## config.mk

```make
export PLATFORM = sky130hd
export DESIGN_NAME = mem_access
export DESIGN_NICKNAME = d
export VERILOG_FILES = /design/src/rtl/mem_access_pkg.sv /design/src/rtl/load_align.sv /design/src/rtl/mem_access.sv
export SDC_FILE = /design/constraint.sdc
export NUM_CORES = 1
export LEC_CHECK = 0
export CAP_MARGIN = 25
export CORE_AREA = 2 2 150 116
export CTS_CLUSTER_SIZE = 10
export DETAILED_ROUTE_END_ITERATION = 10
export DIE_AREA = 0 0 152 118
export GPL_TIMING_DRIVEN = 0
export PLACE_DENSITY = 0.83
export SYNTH_ARGS = -nofsm -noshare
export SYNTH_HDL_FRONTEND = slang
export SYNTH_SLANG_ARGS = --single-unit
export TNS_END_PERCENT = 50
```

## constraint.sdc

```tcl
create_clock -name clk_100MHz -period 5.8 [get_ports clk_100MHz]
set_input_delay 1.16 -clock clk_100MHz [delete_from_list [all_inputs] [get_ports clk_100MHz]]
set_output_delay 1.16 -clock clk_100MHz [all_outputs]
set_load 0.005 [all_outputs]
```

## src/rtl/mem_access_pkg.sv

```systemverilog
// Shared definitions for the mem_access block: data widths, RISC-V load/store
// opcodes and funct3 codes, the FSM state encoding, and small helpers that
// derive bus byte enables and store lane data from the access size.
package mem_access_pkg;

  localparam int XLEN       = 32;
  localparam int REG_ADDR_W = 5;
  localparam int BE_W       = XLEN / 8;

  localparam logic [XLEN-1:0] ZERO_WORD = '0;

  localparam logic [6:0] OPC_LOAD  = 7'b0000011;
  localparam logic [6:0] OPC_STORE = 7'b0100011;

  // funct3 codes; stores share the encodings of the signed loads.
  localparam logic [2:0] F3_B  = 3'b000;
  localparam logic [2:0] F3_H  = 3'b001;
  localparam logic [2:0] F3_W  = 3'b010;
  localparam logic [2:0] F3_BU = 3'b100;
  localparam logic [2:0] F3_HU = 3'b101;

  typedef enum logic [1:0] {
    ST_IDLE = 2'd0,
    ST_REQ  = 2'd1,
    ST_RESP = 2'd2,
    ST_DONE = 2'd3
  } state_t;

  // size = funct3[1:0]: 00 byte, 01 half, 10 word.
  function automatic logic is_misaligned(input logic [1:0] size, input logic [1:0] lane);
    case (size)
      2'b01:   return lane[0];
      2'b10:   return lane != 2'b00;
      default: return 1'b0;
    endcase
  endfunction

  function automatic logic [BE_W-1:0] byte_en(input logic [1:0] size, input logic [1:0] lane);
    case (size)
      2'b00:   return 4'b0001 << lane;
      2'b01:   return 4'b0011 << {lane[1], 1'b0};
      default: return 4'b1111;
    endcase
  endfunction

  // Replicate the store datum across every lane so the byte enables alone
  // pick the destination bytes.
  function automatic logic [XLEN-1:0] store_lanes(input logic [1:0] size, input logic [XLEN-1:0] data);
    case (size)
      2'b00:   return {4{data[7:0]}};
      2'b01:   return {2{data[15:0]}};
      default: return data;
    endcase
  endfunction

endpackage

```

## src/rtl/load_align.sv

```systemverilog
// Combinational load formatter: selects the addressed byte/half of a bus word
// and sign- or zero-extends it according to funct3.
//   word   : raw 32-bit word returned by the data bus
//   lane   : byte offset of the access (addr[1:0])
//   funct3 : load type (LB/LH/LW/LBU/LHU)
//   data   : formatted value for the register file
module load_align
  import mem_access_pkg::*;
(
  input  logic [31:0] word,
  input  logic [1:0]  lane,
  input  logic [2:0]  funct3,
  output logic [31:0] data
);

  logic [7:0]  byte_sel;
  logic [15:0] half_sel;

  always_comb begin
    case (lane)
      2'd0:    byte_sel = word[7:0];
      2'd1:    byte_sel = word[15:8];
      2'd2:    byte_sel = word[23:16];
      default: byte_sel = word[31:24];
    endcase
    half_sel = lane[1] ? word[31:16] : word[15:0];

    case (funct3)
      F3_B:    data = {{24{byte_sel[7]}}, byte_sel};
      F3_H:    data = {{16{half_sel[15]}}, half_sel};
      F3_BU:   data = {24'h0, byte_sel};
      F3_HU:   data = {16'h0, half_sel};
      default: data = word;
    endcase
  end

endmodule

```

## src/rtl/mem_access.sv

```systemverilog
// MEM pipeline stage. Non-memory instructions flow straight through to
// mem_wb. An aligned load/store stalls the stage (hold_o) while a single
// request/grant(/rvalid) handshake runs on the data bus; the formatted load
// result is presented in DONE. Misaligned accesses are flagged and
// suppressed; a bus that never answers is aborted after TIMEOUT_CYC cycles.
//   clk_100MHz, arst             : clock, async active-high reset
//   hold_ena_i                   : system hold (mem_wb not capturing)
//   instc_i, reg_*_i, mem_*_i    : instruction fields from ex_mem
//   bus_*_o / bus_*_i            : data-bus request side / response side
//   instc_o .. mem_wena_o        : fields to mem_wb
//   hold_o                       : stall request to the hazard controller
//   misalign_o, bus_err_o        : one-cycle error flags
module mem_access
  import mem_access_pkg::*;
#(
  parameter int TIMEOUT_CYC = 255
) (
  input  logic        clk_100MHz,
  input  logic        arst,
  input  logic        hold_ena_i,
  input  logic [31:0] instc_i,
  input  logic        reg_wena_i,
  input  logic [4:0]  reg_waddr_i,
  input  logic [31:0] reg_wdata_i,
  input  logic        mem_rena_i,
  input  logic        mem_wena_i,
  input  logic [31:0] mem_addr_i,
  input  logic [31:0] mem_wdata_i,
  output logic        bus_req_o,
  output logic        bus_we_o,
  output logic [31:0] bus_addr_o,
  output logic [3:0]  bus_be_o,
  output logic [31:0] bus_wdata_o,
  input  logic        bus_gnt_i,
  input  logic        bus_rvalid_i,
  input  logic [31:0] bus_rdata_i,
  output logic [31:0] instc_o,
  output logic        reg_wena_o,
  output logic [4:0]  reg_waddr_o,
  output logic [31:0] reg_wdata_o,
  output logic        mem_rena_o,
  output logic [31:0] mem_rdata_o,
  output logic        mem_wena_o,
  output logic        hold_o,
  output logic        misalign_o,
  output logic        bus_err_o
);

  localparam int CNT_W = $clog2(TIMEOUT_CYC + 1);

  state_t           state, state_nxt;
  logic [CNT_W-1:0] wait_cnt;
  logic [XLEN-1:0]  load_buf;
  logic [XLEN-1:0]  load_data;
  logic [2:0]       f3_q;
  logic [1:0]       lane_q;
  logic             err_q;

  logic             mem_op, misaligned, timeout, issue, capture;
  logic [2:0]       funct3;

  assign funct3     = instc_i[14:12];
  assign mem_op     = mem_rena_i | mem_wena_i;
  assign misaligned = mem_op & is_misaligned(funct3[1:0], mem_addr_i[1:0]);
  assign timeout    = ((state == ST_REQ) || (state == ST_RESP)) &&
                      (wait_cnt == CNT_W'(TIMEOUT_CYC - 1));

  // NOTE: every output of this block is given a default before the case so
  // no path leaves a value unassigned, which would otherwise infer a latch.
  always_comb begin
    state_nxt  = state;
    hold_o     = 1'b0;
    bus_req_o  = 1'b0;
    bus_err_o  = 1'b0;
    misalign_o = 1'b0;
    issue      = 1'b0;
    capture    = 1'b0;
    case (state)
      ST_IDLE: begin
        if (mem_op && !hold_ena_i && !arst) begin
          if (misaligned) begin
            misalign_o = 1'b1;
          end else begin
            hold_o    = 1'b1;
            issue     = 1'b1;
            state_nxt = ST_REQ;
          end
        end
      end
      ST_REQ: begin
        hold_o = 1'b1;
        if (timeout) begin
          // Request is withdrawn in the abort cycle so a late grant is moot.
          bus_err_o = 1'b1;
          state_nxt = ST_DONE;
        end else begin
          bus_req_o = 1'b1;
          if (bus_gnt_i) state_nxt = bus_we_o ? ST_DONE : ST_RESP;
        end
      end
      ST_RESP: begin
        hold_o = 1'b1;
        if (timeout) begin
          bus_err_o = 1'b1;
          state_nxt = ST_DONE;
        end else if (bus_rvalid_i) begin
          capture   = 1'b1;
          state_nxt = ST_DONE;
        end
      end
      ST_DONE: begin
        if (!hold_ena_i) state_nxt = ST_IDLE;
      end
      default: state_nxt = ST_IDLE;
    endcase
  end

  // NOTE: sequential state uses non-blocking assignments so every register
  // samples the pre-edge values regardless of statement order.
  always_ff @(posedge clk_100MHz or posedge arst) begin
    if (arst) begin
      state       <= ST_IDLE;
      wait_cnt    <= '0;
      bus_we_o    <= 1'b0;
      bus_addr_o  <= ZERO_WORD;
      bus_be_o    <= '0;
      bus_wdata_o <= ZERO_WORD;
      load_buf    <= ZERO_WORD;
      f3_q        <= '0;
      lane_q      <= '0;
      err_q       <= 1'b0;
    end else begin
      state <= state_nxt;

      // Counts cycles spent in the current wait state; restarts on any move.
      if (state_nxt != state)
        wait_cnt <= '0;
      else if ((state == ST_REQ) || (state == ST_RESP))
        wait_cnt <= wait_cnt + 1'b1;

      if (issue) begin
        bus_addr_o  <= {mem_addr_i[31:2], 2'b00};
        bus_be_o    <= byte_en(funct3[1:0], mem_addr_i[1:0]);
        bus_wdata_o <= store_lanes(funct3[1:0], mem_wdata_i);
        bus_we_o    <= mem_wena_i;
        f3_q        <= funct3;
        lane_q      <= mem_addr_i[1:0];
      end

      if (capture) load_buf <= bus_rdata_i;

      if (bus_err_o)
        err_q <= 1'b1;
      else if ((state == ST_DONE) && (state_nxt == ST_IDLE))
        err_q <= 1'b0;
    end
  end

  load_align u_load_align (
    .word   (load_buf),
    .lane   (lane_q),
    .funct3 (f3_q),
    .data   (load_data)
  );

  assign instc_o     = instc_i;
  assign reg_waddr_o = reg_waddr_i;
  assign mem_rena_o  = mem_rena_i;
  assign mem_rdata_o = load_data;
  assign reg_wdata_o = ((state == ST_DONE) && !bus_we_o) ? load_data : reg_wdata_i;
  assign reg_wena_o  = reg_wena_i & ~misaligned & ~arst &
                       ~((state == ST_DONE) & err_q);
  assign mem_wena_o  = mem_wena_i & ~misaligned & ~arst;

endmodule
```

==> results_dict.tcl <==
set metrics [dict create \
    port_buffers 313 \
    p_per_area_nw_per_um2 475 \
    placed_area_sq_um 9740 \
    rsz0062_at_grt "false" \
    synth.top_cells.by_area "dfrtp_1 (46%), nand2_1 (12%), mux2_2 (11%)" \
    required_ps 4640 \
    fmax_mhz 196 \
    ys_seq_area_frac 0.457 \
    root_buffer "clkbuf_16" \
    ys_async_sr_fraction 1.00 \
    grt_start_max_net_pins 61 \
    antenna_found_initial 0 \
    synthCells 690 \
    crit_family "buffers and inverters" \
    dr.pass1.iters 4 \
    final_common_cell "clkdlybuf4s50_1" \
    crit_buf_inv 5 \
    cts_buffers 17 \
    leakagePower_nw 4.65 \
    yosysWarnings 0 \
    wl_per_cell_um 17.4 \
    min_period_over_period 0.880 \
    outcome "finished, final reports clean" \
    grt_pass1_wl_um 34200 \
    post-route-drc-count 0 \
    syn_area_sq_um 6300 \
    synth-main-ff-cell "dfrtp_1" \
    hp-start "bus_wdata_o[1]" \
    die_w_um 152 \
    cts.htree.levels 4 \
    maxCapViolCount 0 \
    hold_viol 0 \
    avgViaCountPerCell 4.98 \
    die_area_sq_um 17900 \
    cts_hold_buf 0 \
    clk_path_buf_depth 2 \
    drv_slew 0 \
    grt-ovfl-total 0 \
    routed_wl_um 21800 \
    antenna_left 0 \
    synth.distinct_cells 50 \
    grt_pass1_vias 6167 \
    avgSynthCellArea_sq_um 9.13 \
    start_kind "input port" \
    nets 1208 \
    ios 350 \
    yosys.area.top_type "dfrtp_1" \
    gp_congestion 0.829 \
    rr_startpoint "state[1]" \
    initial_core_util 0.382 \
    stdcell_count 1253 \
    worstPathMaxFanout 10 \
    tightest_slew_ps 721 \
    worstPathCellList "clkdlybuf4s50_1 > inv_1 > ha_1 > o211a_1 > a31oi_1 > and3_1 > buf_2 > buf_2 > nor2_1 > nor2_1 > clkdlybuf4s50_1" \
    seq_area_sq_um 2880 \
    fp.dieH_um 118 \
    finalCriticalPeriod_ps 5110 \
    n_antenna_cell 0 \
    insertion_delay_ps 410 \
    post-cts-setup-buffers 0 \
    nFillCells 1400 \
    ctsResizeCount 0 \
    critPathArrivalTime_ps 3950 \
    drt-initial-drc-count 332 \
    cts_sinks 115 \
    worst-setup-path-type "input port to output port" \
    final_area_sq_um 10400 \
    ir_worst_vdd_uv 255 \
    ys_seq_elements 115 \
    finalHoldWorstSlack_ps 472 \
    drive_above_1_share 0.154 \
    setup_viol 0 \
    synth_edf_count 0 \
    synth_top_area_share 0.457 \
    num_rows 41 \
    timing.critical_path.to_type "output port" \
    tritoncts "yes" \
    fp.coreArea_sq_um 16500 \
    dr_total_vias 6237 \
    finalSetupTns_ps 0 \
    dp_hpwl_um 16900 \
    grt_usage 0.240 \
    setup.worst_path.start "instc_i[12]" \
    place_inst 1220 \
    multi_input_area_sq_um 2890 \
    slowest_stage "clkdlybuf4s50_1" \
    rrSetupSlack_ps 3130 \
    max_stage_delay_ps 590 \
    clkTransAtPathRegs_ps 50 \
    hold_path_class "flop to flop" \
    final_cell_mix "clkdlybuf4s50_1 (313), nand2_1 (208), dfrtp_1 (115), mux2_2 (61), buf_4 (41)" \
    area_growth_pct 64.4 \
    worst_slew_margin_rel 0.519 \
    finalClockSkew_ps 7.68 \
]
[routing by layer]
layer / GRT usage / routed length, um / up-vias
met5: 0 / 0 / -
met3: 0.0858 / 1970 / 28
met2: 0.386 / 10400 / 280
met4: 0.0695 / 330 / 0
li1: - / - / 2953
met1: 0.305 / 9160 / 2976
[synthesized netlist by cell type, types with 7 or more instances]
master,count
a21oi_1,8
a221oi_1,8
a22oi_1,9
a31oi_1,12
buf_2,15
buf_4,41
clkbuf_1,22
dfrtp_1,115
ha_1,10
inv_1,11
mux2_2,61
mux2i_1,14
nand2_1,208
nor2_1,40
nor2b_1,9
nor3_1,10
o21ai_0,30
o221ai_1,7
[cell type report]
class,count,share of cell area
buffer,81,0.0475
clock buffer,20,0.0441
clock inverter,12,0.0151
inverter,11,0.00447
multi-input combinational,484,0.279
sequential,115,0.278
tap,215,0.0260
timing repair buffer,315,0.306
[path summary, 6_finish.rpt]
check | to | cells after the start
setup / recovery | hold_o | 11
hold / removal | bus_wdata_o[1] | 2
setup reg to reg | load_buf[15] | 7
hold reg to reg | bus_wdata_o[1] | 2
max in group asynchronous | bus_addr_o[29] | 3
min in group asynchronous | err_q | 2
[flip-flops by register name (all words and copies together) (netlist names)]
name and cells:
f3_q 3, bus_be_o 4, wait_cnt 8, bus_wdata_o 32
load_buf 32, state 2, bus_we_o 1, lane_q 2
bus_addr_o 30, err_q 1
[tightest hold or removal path, cell delays in order, from the launching register on]
cell	delay, ps
dfrtp_1	340
nand2_1	50
nand2_1	50
[power breakdown]
| group | internal [mW] | switching [mW] |
|---|---|---|
| clock network | 0.698 | 0.379 |
| logic | 1.38 | 1.04 |
| registers | 1.17 | 0.260 |
[logic make-up (layout without fill, tap and decap cells)]
kind of cell | count (synthesis) | in the layout | share of synthesized area
and+or+nand+nor | 295 | 295 | 0.192
DFF | 115 | 115 | 0.457
AOI/OAI and AO/OA | 94 | 94 | 0.101
buffers and inverters | 92 | 439 | 0.0846
muxes | 76 | 76 | 0.135
adders and majority gates | 10 | 10 | 0.0199
xor gates and xnor gates | 7 | 7 | 0.00974
other | 1 | 2 | 0.000595
[per-stage QoR]
step	setup WS [ps]	util	total power, mW
floorplan	664	-	2.40
global placement	-1380	0.589	3.79
detailed placement	681	0.591	3.84
CTS	669	0.628	4.94
global route	484	0.629	5.23
finish	694	0.629	4.92
No activity file was read; power rests on OpenSTA's default activity.
